===== config.mk =====
export PLATFORM = sky130hd
export DESIGN_NAME = display_scan_ctrl
export DESIGN_NICKNAME = d
export VERILOG_FILES = /design/src/rtl/display_scan_ctrl.sv
export SDC_FILE = /design/constraint.sdc
export NUM_CORES = 1
export LEC_CHECK = 0
export BUFFER_PORTS_ARGS = -buffer_cell sky130_fd_sc_hd__buf_2
export CAP_MARGIN = 30
export CORE_UTILIZATION = 30
export DETAILED_ROUTE_END_ITERATION = 10
export HOLD_SLACK_MARGIN = 0.06
export PLACE_DENSITY = 0.56
export REMOVE_ABC_BUFFERS = 1
export SYNTH_ARGS = -nofsm -noshare
export SYNTH_HDL_FRONTEND = slang
export SYNTH_SLANG_ARGS = --single-unit
export TNS_END_PERCENT = 5

===== constraint.sdc =====
create_clock -name clk -period 2.28 [get_ports clk]
set_clock_uncertainty 0.1 [all_clocks]
set_input_delay 0.342 -clock clk [delete_from_list [all_inputs] [get_ports clk]]
set_output_delay 0.342 -clock clk [all_outputs]
set_load 0.01 [all_outputs]

===== src/rtl/display_scan_ctrl.sv =====
// display_scan_ctrl: two-digit seven-segment scan controller with blanking and per-frame commit.
// Latency: outputs are registered. A committed digit shows on seg_a/seg_b one cycle after frame_tick.
// Backpressure: none. load is a fire-and-forget strobe, and the latest load before a commit wins.
//
// Ports:
//   clk, rst        rising-edge clock, synchronous active-high reset
//   bcd0, bcd1      digit values captured into shadow registers on load
//   load            1-cycle capture strobe
//   seg_a, seg_b    active-low {g,f,e,d,c,b,a} patterns for digit 0 / digit 1 (mux A / mux B)
//   sel             mux select (0 = digit 0, 1 = digit 1)
//   an              active-low anode enables, an[0] = digit 0, an[1] = digit 1
//   frame_tick      1-cycle pulse in the first BLK1 cycle after each commit
module display_scan_ctrl #(
  parameter int REFRESH_DIV = 100000,
  parameter int BLANK_CYC   = 1000
) (
  input  logic       clk,
  input  logic       rst,
  input  logic [3:0] bcd0,
  input  logic [3:0] bcd1,
  input  logic       load,
  output logic [6:0] seg_a,
  output logic [6:0] seg_b,
  output logic       sel,
  output logic [1:0] an,
  output logic       frame_tick
);

  // The counter only has to reach the larger of the two terminal values.
  localparam int CNT_MAX = (REFRESH_DIV > BLANK_CYC) ? REFRESH_DIV : BLANK_CYC;
  localparam int CNT_W   = (CNT_MAX > 1) ? $clog2(CNT_MAX) : 1;

  localparam logic [CNT_W-1:0] ON_LAST  = CNT_W'(REFRESH_DIV - 1);
  localparam logic [CNT_W-1:0] BLK_LAST = CNT_W'(BLANK_CYC - 1);

  localparam logic [6:0] SEG_BLANK = 7'h7F;
  localparam logic [3:0] DIGIT_OFF = 4'hF;

  typedef enum logic [1:0] {
    ST_ON0  = 2'd0,
    ST_BLK0 = 2'd1,
    ST_ON1  = 2'd2,
    ST_BLK1 = 2'd3
  } state_t;

  // Active-low segment decode. Non-decimal codes blank the digit.
  function automatic logic [6:0] bcd_to_seg(input logic [3:0] v);
    logic [6:0] s;
    case (v)
      4'd0:    s = 7'h40;
      4'd1:    s = 7'h79;
      4'd2:    s = 7'h24;
      4'd3:    s = 7'h30;
      4'd4:    s = 7'h19;
      4'd5:    s = 7'h12;
      4'd6:    s = 7'h02;
      4'd7:    s = 7'h78;
      4'd8:    s = 7'h00;
      4'd9:    s = 7'h10;
      default: s = SEG_BLANK;
    endcase
    return s;
  endfunction

  state_t           state_q, state_d;
  logic [CNT_W-1:0] cnt_q, cnt_d;
  logic [3:0]       shadow0_q, shadow0_d;
  logic [3:0]       shadow1_q, shadow1_d;
  logic [3:0]       active0_q, active0_d;
  logic [3:0]       active1_q, active1_d;
  logic [6:0]       seg_a_q, seg_a_d;
  logic [6:0]       seg_b_q, seg_b_d;
  logic             sel_q, sel_d;
  logic [1:0]       an_q, an_d;
  logic             frame_tick_q, frame_tick_d;

  logic             slot_last;
  logic             commit;

  always_comb begin
    state_d      = state_q;
    cnt_d        = cnt_q + CNT_W'(1);
    shadow0_d    = shadow0_q;
    shadow1_d    = shadow1_q;
    active0_d    = active0_q;
    active1_d    = active1_q;
    slot_last    = 1'b0;
    commit       = 1'b0;
    sel_d        = 1'b0;
    an_d         = 2'b11;

    // Terminal count depends on whether a digit is lit or the display is blanked.
    case (state_q)
      ST_ON0, ST_ON1: slot_last = (cnt_q == ON_LAST);
      default:        slot_last = (cnt_q == BLK_LAST);
    endcase

    if (slot_last) begin
      cnt_d = '0;
      case (state_q)
        ST_ON0:  state_d = ST_BLK0;
        ST_BLK0: state_d = ST_ON1;
        ST_ON1:  state_d = ST_BLK1;
        default: state_d = ST_ON0;
      endcase
    end

    // Frame commit happens when leaving ON1. The new patterns then land
    // inside BLK1, while both anodes are off.
    commit = slot_last && (state_q == ST_ON1);
    if (commit) begin
      active0_d = shadow0_q;
      active1_d = shadow1_q;
    end

    // A load on the commit cycle is not lost. It waits in the shadow
    // registers for the next frame.
    if (load) begin
      shadow0_d = bcd0;
      shadow1_d = bcd1;
    end

    seg_a_d      = bcd_to_seg(active0_q);
    seg_b_d      = bcd_to_seg(active1_q);
    frame_tick_d = commit;

    // Anode and select follow the next state, so the registered outputs line up
    // with the state register. sel flips on entry to a blank slot, which gives
    // the mux a full blank interval to settle before the next anode turns on.
    case (state_d)
      ST_ON0:  begin an_d = 2'b10; sel_d = 1'b0; end
      ST_BLK0: begin an_d = 2'b11; sel_d = 1'b1; end
      ST_ON1:  begin an_d = 2'b01; sel_d = 1'b1; end
      default: begin an_d = 2'b11; sel_d = 1'b0; end
    endcase
  end

  always_ff @(posedge clk) begin
    if (rst) begin
      state_q      <= ST_BLK1;
      cnt_q        <= '0;
      shadow0_q    <= DIGIT_OFF;
      shadow1_q    <= DIGIT_OFF;
      active0_q    <= DIGIT_OFF;
      active1_q    <= DIGIT_OFF;
      seg_a_q      <= SEG_BLANK;
      seg_b_q      <= SEG_BLANK;
      sel_q        <= 1'b0;
      an_q         <= 2'b11;
      frame_tick_q <= 1'b0;
    end else begin
      state_q      <= state_d;
      cnt_q        <= cnt_d;
      shadow0_q    <= shadow0_d;
      shadow1_q    <= shadow1_d;
      active0_q    <= active0_d;
      active1_q    <= active1_d;
      seg_a_q      <= seg_a_d;
      seg_b_q      <= seg_b_d;
      sel_q        <= sel_d;
      an_q         <= an_d;
      frame_tick_q <= frame_tick_d;
    end
  end

  assign seg_a      = seg_a_q;
  assign seg_b      = seg_b_q;
  assign sel        = sel_q;
  assign an         = an_q;
  assign frame_tick = frame_tick_q;

endmodule

==> reports/qor.log, run 1 <==
qor: outcome.run_status completed
qor: cells_and_area.final_cell_area 0.00277 mm2
qor: timing.timing.final.setup_violations 0
qor: die.design.die.area 0.00844 mm2
qor: die.rows 32
qor: die.die_w 91.9 um
qor: grt.grt_overflow 0
qor: die.initial_core_util 31.2%
qor: power.finalPower 1660 uW
qor: timing.final-hold-violation-count 0
qor: power.irDropWorstVdd 0.231 mV
qor: drt.totalWireLength 4.40 mm
qor: worst_setup_path.timing.critical_path.fanout_max 7
qor: place.dpl-instance-area 0.00266 mm2
qor: logic_synthesis.ys_top_cells_by_count sky130_fd_sc_hd__dfxtp_1, sky130_fd_sc_hd__nor2_1, sky130_fd_sc_hd__nand2_1
qor: logic_synthesis.yosys_most_used_dff sky130_fd_sc_hd__dfxtp_1
qor: drt.drt_initial_violations 63
qor: power.internal_portion_of_total_power 1320 uW
qor: logic_synthesis.async_reset_ff_share 0%
qor: grt.first_global_vias 1,708
qor: logic_synthesis.synth_seq_cells 53
qor: logic_synthesis.synth.lib_cells_used.distinct 44
qor: clock_tree.cts-hold-fix-buffers 0
qor: worst_setup_path.endpoint_kind flop
qor: min_path.worst_hold_path_type in2reg
qor: worst_setup_path.worst-endpoint-required 2.36 ns
qor: logic_synthesis.yosys_warnings 0
qor: place.gp_congestion 0.776
qor: logic_synthesis.synthesis.area 0.00242 mm2
qor: power.share_comb_of_total_power 3.3%
qor: cells_and_area.fin_util 35.7%
qor: worst_setup_path.timing.critical_path.arrival 2.22 ns
qor: logic_synthesis.synth_edf_count 0
qor: place.port_buffers 28
qor: drt.detail_route.first_pass.iterations 4
qor: worst_setup_path.start_kind flop
qor: logic_synthesis.yosys.cell_count.top_type sky130_fd_sc_hd__dfxtp_1
qor: timing.final.setup.tns 0 ns
qor: power.share_seq_of_total_power 56.9%
qor: clock_tree.cts_max_path_buffers 2
qor: timing.slew_headroom 68.2%
qor: clock_tree.tritoncts.num_buffers 5
qor: timing.final_period_minus_worst_setup_slack 2.14 ns
qor: cells_and_area.antennaDiodeCount 0
qor: grt.wire_length_of_the_first_global_routing_pass 7.63 mm
qor: clock_tree.numClockSinks 53
qor: flow_run.cap_viol_max_count 0
qor: place.dp.final_hpwl 3.14 mm
qor: logic_synthesis.synth_area_leaders sky130_fd_sc_hd__dfxtp_1, sky130_fd_sc_hd__ha_1, sky130_fd_sc_hd__mux2i_1
qor: cells_and_area.drive_above_1_share 17.2%
qor: drt.vias_per_cell 4.52
qor: clock_tree.post_cts.repair.setup_buffers 0
qor: clock_tree.cts_repair_resize_count 0
qor: drt.vias 1,775
qor: power.power_density_normalized_to_cell_area 599 mW/mm2
qor: timing.hold_slack 0.145 ns
qor: clock_tree.clock_tree_from_tritoncts yes
qor: clock_tree.clk-insertion-delay-late 0.31 ns
qor: grt.grt_antenna_before_repair 0
qor: clock_tree.cts_root_buf sky130_fd_sc_hd__clkbuf_8
qor: timing.timing.final.crit_share 93.9%
qor: power.total_switching_power 342 uW
qor: timing.worst-slew-pin-transition 0.476 ns
qor: worst_setup_path.worst-setup-path-type reg2reg
qor: die.floorplan.core_area 0.00777 mm2
qor: clock_tree.htree_levels 2
qor: clock_tree.clkTransAtPathRegs 0.10 ns
qor: drt.remaining_design_rule_violation_count 0
qor: timing.final_max_slew_viol_count 0
qor: cells_and_area.fill_count 846
qor: drt.postRouteAntennaNets 0
qor: power.power.share.switching 20.6%
qor: logic_synthesis.seq_area_frac_synth 43.8%
qor: timing.max_freq 467 MHz
qor: logic_synthesis.post_synth_inst_count 265
qor: drt.routedWlPerCell 11.2 um
qor: die.ioPinCount 29
qor: cells_and_area.layout_area_growth_over_synthesis 14.4%
qor: power.p_clk_share 39.7%
qor: grt.pin_count_of_the_biggest_net_entering_global_routing 24
qor: cells_and_area.design.final.nets 316
qor: die.die_height 91.9 um
qor: logic_synthesis.synth_top_area_share 43.8%
qor: power.leakage 0.00117 uW
qor: grt.global_route.usage.total 11.1%
qor: logic_synthesis.synth_area_per_cell 9.15 um2
qor: logic_synthesis.yosys.area.top_type sky130_fd_sc_hd__dfxtp_1
## metal layers
| metal | wire [um] | vias up | global-route usage (%) |
|---|---|---|---|
| met5 | 0 | - | 0 |
| met4 | 63 | 0 | 3.91 |
| met3 | 146 | 6 | 2.65 |
| met2 | 2070 | 21 | 18.2 |
| met1 | 2110 | 806 | 14.1 |
| li1 | - | 942 | - |
## worst max-delay path, cell delays in order, from the launching register on
cell                      delay, ns
sky130_fd_sc_hd__dfxtp_1       0.48
sky130_fd_sc_hd__nand2_1       0.14
sky130_fd_sc_hd__o41ai_4       0.49
sky130_fd_sc_hd__nand3_2       0.24
sky130_fd_sc_hd__mux2i_1       0.21
sky130_fd_sc_hd__ha_1          0.24
sky130_fd_sc_hd__nor2b_1       0.13
## cells in the final DEF, fill, tap and decap left out, types with 4 or more instances in the layout
| cell type | count |
|---|---|
| sky130_fd_sc_hd__nand2_1 | 26 |
| sky130_fd_sc_hd__a21oi_1 | 14 |
| sky130_fd_sc_hd__nor3_1 | 4 |
| sky130_fd_sc_hd__buf_2 | 28 |
| sky130_fd_sc_hd__o21ai_0 | 12 |
| sky130_fd_sc_hd__ha_1 | 15 |
| sky130_fd_sc_hd__nor4_1 | 4 |
| sky130_fd_sc_hd__inv_1 | 10 |
| sky130_fd_sc_hd__xnor2_1 | 11 |
| sky130_fd_sc_hd__clkbuf_8 | 6 |
| sky130_fd_sc_hd__mux2i_1 | 18 |
| sky130_fd_sc_hd__nand3_1 | 6 |
| sky130_fd_sc_hd__dfxtp_1 | 53 |
| sky130_fd_sc_hd__nor2_1 | 38 |
| sky130_fd_sc_hd__nand2b_1 | 6 |
## power groups by stage
| stage | clock (uW) | combinational [uW] | sequential, uW |
|---|---|---|---|
| floorplan | 0 | 30.0 | 966 |
| global placement | 0 | 56.8 | 967 |
| detailed placement | 0 | 56.8 | 968 |
| CTS | 680 | 57.0 | 946 |
| global route | 709 | 63.2 | 949 |
| finish | 660 | 55.3 | 946 |
## stage by stage
stage	cells	setup WS, ns
after floorplan	252	0.260
after global placement	385	0.244
after detailed placement	385	0.150
after CTS	393	0.116
after global routing	393	-0.000000888
final	393	0.139
## layout make-up
| cell class | instances | area, um2 | area share (%) |
|---|---|---|---|
| flip-flops and latches | 53 | 1060 | 38.3 |
| clock buffers | 7 | 86.3 | 3.11 |
| repair buffers | 31 | 163 | 5.87 |
| clock inverters | 1 | 30.0 | 1.08 |
| inverters | 10 | 37.5 | 1.35 |
| multi-input cells | 189 | 1270 | 45.7 |
| well taps | 102 | 128 | 4.60 |
## path summary, 6_finish.rpt
kind                          endpoint                  from  cells past startpoint  slack, ns
max                     sel$_SDFF_PP0_  cnt_q[10]$_SDFF_PP0_                      6       0.14
min          shadow0_q[2]$_SDFFE_PP1P_               bcd0[2]                      3       0.15
max reg2reg             sel$_SDFF_PP0_  cnt_q[10]$_SDFF_PP0_                      6       0.14
min reg2reg        cnt_q[0]$_SDFF_PP0_   cnt_q[0]$_SDFF_PP0_                      1       0.38
## flip-flops by register name, summed over array words and instances, names as in the netlist
register    cells
frame_tick      1
sel             1
state_q         2
an              2
shadow1_q       4
active0_q       4
cnt_q          17
seg_a           7
seg_b           7
shadow0_q       4
active1_q       4
## cells by family after synthesis
group / after synthesis / share of synthesized area (%)
mux: 19 / 8.05
buf+inv: 23 / 3.98
fa+ha+maj: 15 / 7.74
flops: 53 / 43.8
simple gates: 105 / 21.7
xor+xnor: 13 / 4.70
compound gates: 37 / 10.0
Note: power is estimated with default switching activity, not from simulation.
==> run 2: changes to the inputs <==
--- a/config.mk
+++ b/config.mk
@@ -7,6 +7,7 @@
 export LEC_CHECK = 0
 export BUFFER_PORTS_ARGS = -buffer_cell sky130_fd_sc_hd__buf_2
 export CAP_MARGIN = 30
+export CORE_MARGIN = 1
 export CORE_UTILIZATION = 30
 export DETAILED_ROUTE_END_ITERATION = 10
 export HOLD_SLACK_MARGIN = 0.06
==> constraint.sdc (replaced) <==
create_clock -name clk -period 2.28 [get_ports clk]
set_clock_uncertainty 0.1 [all_clocks]
set_input_delay 0.228 -clock clk [delete_from_list [all_inputs] [get_ports clk]]
set_output_delay 0.228 -clock clk [all_outputs]
set_load 0.01 [all_outputs]
==> run 2 against run 1 <==
Effect of this change:
- fmax down 0.19%
- setup slack lost 0.0040 ns
- sequential share of layout area fell by 1.1 points
- highest routed layer unchanged
- total power up 0.66%
- worst hold slack improved by 0.086 ns
- via count increased by 1.5%
- critical path type unchanged
- critical path depth did not move
==> reports/qor.log, run 2 (synthesis results as in run 1) <==
qor: clock_tree.cts_max_path_buffers 2 [unchanged]
qor: drt.totalWireLength 4.40 mm [about the same]
qor: cells_and_area.design.final.nets 324 [was 316]
qor: cells_and_area.max_reg_flops 17 [unchanged]
qor: power.leakage 0.00120 uW [was 0.00117 uW]
qor: drt.routedWlPerCell 11.0 um [was 11.2 um]
qor: timing.final-hold-violation-count 0 [unchanged]
qor: die.design.die.area 0.00844 mm2 [unchanged]
qor: die.die_w 91.9 um [unchanged]
qor: die.die_height 91.9 um [unchanged]
qor: die.initial_core_util 31.2% [unchanged]
qor: clock_tree.htree_levels 2 [unchanged]
qor: cells_and_area.drive_above_1_share 16.7% [was 17.2%]
qor: timing.final.setup.tns 0 ns [unchanged]
qor: cells_and_area.antennaDiodeCount 0 [unchanged]
qor: die.floorplan.core_area 0.00777 mm2 [unchanged]
qor: clock_tree.clock_tree_from_tritoncts yes [unchanged]
qor: place.gp_congestion 0.776 [unchanged]
qor: grt.grt_overflow 0 [unchanged]
qor: cells_and_area.fin_util 36.7% [was 35.7%]
qor: timing.timing.final.setup_violations 0 [unchanged]
qor: drt.remaining_design_rule_violation_count 0 [unchanged]
qor: drt.vias_per_cell 4.49 [was 4.52]
qor: clock_tree.clkTransAtPathRegs 0.10 ns [about the same]
qor: cells_and_area.largest-register cnt_q [unchanged]
qor: grt.grt_antenna_before_repair 0 [unchanged]
qor: clock_tree.numClockSinks 53 [unchanged]
qor: min_path.worst_hold_path_type in2reg [unchanged]
qor: worst_setup_path.worst-endpoint-required 2.36 ns [about the same]
qor: cells_and_area.layout_commonest_cell sky130_fd_sc_hd__dfxtp_1 [unchanged]
qor: clock_tree.tritoncts.num_buffers 5 [unchanged]
qor: outcome.run_status completed [unchanged]
qor: grt.first_global_vias 1,712 [was 1,708]
qor: drt.vias 1,801 [was 1,775]
qor: worst_setup_path.endpoint_kind flop [unchanged]
qor: timing.max_freq 466 MHz [was 467 MHz]
qor: die.ioPinCount 29 [unchanged]
qor: worst_setup_path.start_kind flop [unchanged]
qor: timing.slew_headroom 68.2% [about the same]
qor: place.port_buffers 28 [unchanged]
qor: grt.wire_length_of_the_first_global_routing_pass 7.63 mm [unchanged]
qor: power.irDropWorstVdd 0.232 mV [was 0.231 mV]
qor: place.dp.final_hpwl 3.14 mm [unchanged]
qor: timing.worst-slew-pin-transition 0.476 ns [about the same]
qor: flow_run.cap_viol_max_count 0 [unchanged]
qor: grt.pin_count_of_the_biggest_net_entering_global_routing 24 [unchanged]
qor: cells_and_area.fill_count 837 [was 846]
qor: cells_and_area.layout.cells.most_common_list sky130_fd_sc_hd__dfxtp_1, sky130_fd_sc_hd__nor2_1, sky130_fd_sc_hd__buf_2 [unchanged]
qor: worst_setup_path.worst-setup-path-type reg2reg [unchanged]
qor: drt.postRouteAntennaNets 0 [unchanged]
qor: drt.drt_initial_violations 78 [was 63]
qor: clock_tree.cts_root_buf sky130_fd_sc_hd__clkbuf_8 [unchanged]
qor: grt.global_route.usage.total 11.1% [unchanged]
qor: worst_setup_path.timing.critical_path.fanout_max 7 [unchanged]
qor: clock_tree.clk-insertion-delay-late 0.31 ns [about the same]
qor: die.rows 32 [unchanged]
qor: timing.final_period_minus_worst_setup_slack 2.14 ns [about the same]
qor: cells_and_area.layout_area_growth_over_synthesis 17.7% [was 14.4%]
qor: drt.detail_route.first_pass.iterations 4 [unchanged]
qor: worst_setup_path.timing.critical_path.arrival 2.23 ns [was 2.22 ns]
qor: power.power_density_normalized_to_cell_area 586 mW/mm2 [was 599 mW/mm2]
qor: clock_tree.post_cts.repair.setup_buffers 0 [unchanged]
qor: timing.final_max_slew_viol_count 0 [unchanged]
qor: timing.timing.final.crit_share 94.1% [was 93.9%]
==> run 2: cell count changes in the layout (fill, tap and decap cells not counted) <==
cell / previous run / this run
sky130_fd_sc_hd__dlygate4sd3_1: 0 / 8
==> run 2: power by group <==
| part | total [uW] | internal [uW] | switching (uW) | leakage (uW) |
|---|---|---|---|---|
| clock network | 661 | 358 | 303 | 0.0000585 |
| registers | 946 | 938 | 8.26 | 0.000430 |
| logic | 65.3 | 32.4 | 32.9 | 0.000711 |
| total | 1670 | 1330 | 344 | 0.00120 |
==> run 2: final timing paths <==
kind                              from                         to  slack [ns]  cells after the start
setup / recovery  cnt_q[10]$_SDFF_PP0_             sel$_SDFF_PP0_        0.14                      6
hold / removal                    load  shadow0_q[0]$_SDFFE_PP1P_        0.23                      3
setup reg to reg  cnt_q[10]$_SDFF_PP0_             sel$_SDFF_PP0_        0.14                      6
hold reg to reg    cnt_q[0]$_SDFF_PP0_        cnt_q[0]$_SDFF_PP0_        0.38                      1
==> run 2: timing repair <==
action                     4_1_cts  5_1_grt
hold endpoints to repair         8        0
hold buffers                     8        0
setup endpoints to repair        0        1
resized for setup                0        1
==> run 2: per-stage QoR <==
step,instance area [um2],power (uW),std cells,setup WS [ns],hold WS (ns)
after floorplan,2360,996,252,0.260,0.200
after detailed placement,2660,1020,385,0.150,0.352
final,2850,1670,401,0.135,0.231
after global placement,2660,1020,385,0.244,0.341
after CTS,2850,1690,401,0.116,0.231
after global routing,2850,1730,401,-0.000000888,0.238
==> run 2: cell type report <==
cell class | count | area (um2) | share of cell area (%)
flip-flops and latches | 53 | 1060 | 37.2
clock buffers | 7 | 86.3 | 3.03
well taps | 102 | 128 | 4.47
repair buffers | 39 | 243 | 8.51
multi-input cells | 189 | 1270 | 44.4
clock inverters | 1 | 30.0 | 1.05
inverters | 10 | 37.5 | 1.32
==> run 2: routing by layer <==
| metal | vias to the layer above | wire length (um) | GRT usage (%) |
|---|---|---|---|
| met5 | - | 0 | 0 |
| met3 | 6 | 137 | 2.49 |
| met2 | 21 | 2080 | 18.2 |
| li1 | 957 | - | - |
| met1 | 817 | 2120 | 14.2 |
| met4 | 0 | 63 | 3.91 |
==> run 2: worst max-delay path, stage by stage (launching register included) <==
cell and delay (ns):
sky130_fd_sc_hd__dfxtp_1 0.48, sky130_fd_sc_hd__nand2_1 0.14, sky130_fd_sc_hd__o41ai_4 0.49, sky130_fd_sc_hd__nand3_2 0.24, sky130_fd_sc_hd__mux2i_1 0.21, sky130_fd_sc_hd__ha_1 0.24
sky130_fd_sc_hd__nor2b_1 0.13
==> run 3: changes to the inputs <==
--- a/config.mk
+++ b/config.mk
@@ -8,10 +8,10 @@
 export BUFFER_PORTS_ARGS = -buffer_cell sky130_fd_sc_hd__buf_2
 export CAP_MARGIN = 30
 export CORE_MARGIN = 1
-export CORE_UTILIZATION = 30
+export CORE_UTILIZATION = 36
 export DETAILED_ROUTE_END_ITERATION = 10
 export HOLD_SLACK_MARGIN = 0.06
-export PLACE_DENSITY = 0.56
+export PLACE_DENSITY = 0.63
 export REMOVE_ABC_BUFFERS = 1
 export SYNTH_ARGS = -nofsm -noshare
 export SYNTH_HDL_FRONTEND = slang
==> run 3 against run 2 <==
Effect of this change:
- via count increased by 2.2%
- count of clock-buffer cells in the layout is 2 lower
- routed wire length fell by 3.8%
- final area fell by 1.7%
- non-clock buffer count grew 1
- combinational power shrank 1%
- critical path depth is 1 higher
- register-to-register slack improved by 0.04 ns
- setup slack better by 0.038 ns
- fmax is 1.8% higher
- critical endpoint unchanged
- largest cell class unchanged
==> reports/qor.log, run 3 (synthesis results as in run 1) <==
qor: outcome.run_status completed [unchanged]
qor: worst_setup_path.crit_chain ha_1 > and2_1 > and4_1 > a21oi_1 > a31oi_1 > ha_1 > nor2b_1 [was nand2_1 > o41ai_4 > nand3_2 > mux2i_1 > ha_1 > nor2b_1]
qor: die.rows 29 [was 32]
qor: worst_setup_path.timing.critical_path.slowest_cell_delay 0.38 ns [was 0.49 ns]
qor: clock_tree.clkTransAtPathRegs 0.10 ns [about the same]
qor: grt.pin_count_of_the_biggest_net_entering_global_routing 26 [was 24]
qor: clock_tree.htree_levels 2 [unchanged]
qor: worst_setup_path.worst-endpoint-required 2.38 ns [was 2.36 ns]
qor: die.die_w 84.1 um [was 91.9 um]
qor: timing.slew_headroom 56.4% [was 68.2%]
qor: worst_setup_path.endpoint_kind flop [unchanged]
qor: drt.remaining_design_rule_violation_count 0 [unchanged]
qor: min_path.worst_hold_path_type in2reg [unchanged]
qor: power.leakage 0.00119 uW [was 0.00120 uW]
qor: worst_setup_path.worst-setup-path-type reg2reg [unchanged]
qor: timing.worst-slew-pin-transition 0.654 ns [was 0.476 ns]
qor: power.power_density_normalized_to_cell_area 553 mW/mm2 [was 586 mW/mm2]
qor: cells_and_area.design.final.nets 325 [was 324]
qor: die.design.die.area 0.00706 mm2 [was 0.00844 mm2]
qor: worst_setup_path.timing.critical_path.arrival 2.21 ns [was 2.23 ns]
qor: timing.hold_slack 0.222 ns [was 0.231 ns]
qor: worst_setup_path.path_buf_inv 0 [unchanged]
qor: timing.rsz0062_at_grt no
qor: die.initial_core_util 37.7% [was 31.2%]
qor: worst_setup_path.path_depth 7 [was 6]
qor: cells_and_area.largest-register cnt_q [unchanged]
qor: cells_and_area.layout_area_growth_over_synthesis 15.7% [was 17.7%]
qor: clock_tree.cts_max_path_buffers 2 [unchanged]
qor: flow_run.cap_viol_max_count 0 [unchanged]
qor: clock_tree.numClockSinks 53 [unchanged]
qor: drt.detail_route.first_pass.iterations 5 [was 4]
qor: grt.grt_overflow 0 [unchanged]
qor: cells_and_area.max_reg_flops 17 [unchanged]
qor: place.port_buffers 28 [unchanged]
qor: min_path.hold_path_cell_cnt 3 [unchanged]
qor: grt.wire_length_of_the_first_global_routing_pass 7.56 mm [was 7.63 mm]
qor: timing.timing.final.crit_share 92.4% [was 94.1%]
qor: drt.totalWireLength 4.23 mm [was 4.40 mm]
qor: cells_and_area.antennaDiodeCount 0 [unchanged]
qor: timing.final_period_minus_worst_setup_slack 2.11 ns [was 2.14 ns]
qor: cells_and_area.drive_above_1_share 17.0% [was 16.7%]
qor: worst_setup_path.critical_path.top_delay_family simple AND/OR/NAND/NOR gates [unchanged]
qor: die.floorplan.core_area 0.00642 mm2 [was 0.00777 mm2]
qor: place.dp.final_hpwl 3.06 mm [was 3.14 mm]
qor: grt.grt_antenna_before_repair 0 [unchanged]
qor: cells_and_area.layout.cells.most_common_list sky130_fd_sc_hd__dfxtp_1, sky130_fd_sc_hd__nor2_1, sky130_fd_sc_hd__buf_2 [unchanged]
qor: clock_tree.post_cts.repair.setup_buffers 0 [unchanged]
qor: clock_tree.cts_repair_resize_count 0 [unchanged]
qor: grt.first_global_vias 1,724 [was 1,712]
qor: power.irDropWorstVdd 0.410 mV [was 0.232 mV]
qor: clock_tree.cts_root_buf sky130_fd_sc_hd__clkbuf_8 [unchanged]
qor: place.gp_congestion 0.781 [was 0.776]
qor: cells_and_area.regArea 0.00106 mm2 [unchanged]
qor: drt.routedWlPerCell 11.2 um [was 11.0 um]
qor: timing.final-hold-violation-count 0 [unchanged]
qor: cells_and_area.footprint_of_the_multi_input_gates 0.00127 mm2 [about the same]
qor: clock_tree.tritoncts.num_buffers 5 [unchanged]
qor: timing.timing.final.setup_violations 0 [unchanged]
qor: drt.vias_per_cell 4.88 [was 4.49]
qor: clock_tree.clk-insertion-delay-late 0.31 ns [about the same]
qor: worst_setup_path.timing.critical_path.fanout_max 6 [was 7]
qor: grt.global_route.usage.total 13.1% [was 11.1%]
qor: drt.drt_initial_violations 81 [was 78]
qor: worst_setup_path.crit_path_top_delay_cell sky130_fd_sc_hd__dfxtp_1 [was sky130_fd_sc_hd__o41ai_4]
qor: cells_and_area.fill_count 633 [was 837]
qor: timing.final.setup.tns 0 ns [unchanged]
qor: die.die_height 84.1 um [was 91.9 um]
qor: timing.max_freq 475 MHz [was 466 MHz]
qor: clock_tree.clock_tree_from_tritoncts yes [unchanged]
qor: clock_tree.cts-hold-fix-buffers 8 [unchanged]
qor: worst_setup_path.start_kind flop [unchanged]
qor: drt.vias 1,840 [was 1,801]
qor: drt.postRouteAntennaNets 0 [unchanged]
qor: timing.final_max_slew_viol_count 0 [unchanged]
qor: worst_setup_path.timing.critical_path.mode_cell sky130_fd_sc_hd__ha_1
qor: die.ioPinCount 29 [unchanged]
qor: worst_setup_path.r2r.worst_path.cells 7 [was 6]
qor: cells_and_area.layout_commonest_cell sky130_fd_sc_hd__dfxtp_1 [unchanged]
run 3: path summary, 6_finish.rpt:
path                            start                        end  slack [ns]
setup / recovery  cnt_q[0]$_SDFF_PP0_             sel$_SDFF_PP0_        0.17
hold / removal                   load  shadow0_q[0]$_SDFFE_PP1P_        0.22
setup reg to reg  cnt_q[0]$_SDFF_PP0_             sel$_SDFF_PP0_        0.17
hold reg to reg   cnt_q[0]$_SDFF_PP0_        cnt_q[0]$_SDFF_PP0_        0.37
run 3: worst reg2reg max path: stages, from the launching register on:
cell and delay, ns:
sky130_fd_sc_hd__dfxtp_1 0.38, sky130_fd_sc_hd__ha_1 0.22, sky130_fd_sc_hd__and2_1 0.18, sky130_fd_sc_hd__and4_1 0.36
sky130_fd_sc_hd__a21oi_1 0.13, sky130_fd_sc_hd__a31oi_1 0.24, sky130_fd_sc_hd__ha_1 0.27, sky130_fd_sc_hd__nor2b_1 0.12
run 3: area by class of cell:
type,instances,share of cell area [%]
timing repair buffer,40,8.92
sequential,53,37.8
clock inverter,3,0.892
clock buffer,5,2.45
multi-input combinational,189,45.1
tap,77,3.43
inverter,10,1.34
run 3: per-stage QoR:
step                      power (uW)  std cells  cell area (um2)  setup slack [ns]  util [%]
after global routing            1620        377             2810            0.0343      43.7
final                           1550        377             2810             0.173      43.7
after global placement          1020        361             2630             0.226      41.0
after CTS                       1580        377             2810             0.172      43.7
after detailed placement        1020        361             2630             0.187      41.0
after floorplan                  996        252             2360             0.260         -
run 3: metal layers:
layer  wire (um)  track usage [%]  up-vias
met2        1940             21.5       25
met3         132             3.17        7
met1        2100             17.0      850
li1            -                -      958
met4          63             4.39        0
met5           0                0        -
run 3: power by group:
part | switching, uW | internal, uW | total (uW)
Combinational | 32.0 | 32.4 | 64.4
Clock | 318 | 222 | 540
Sequential | 8.59 | 938 | 947
Total | 359 | 1190 | 1550
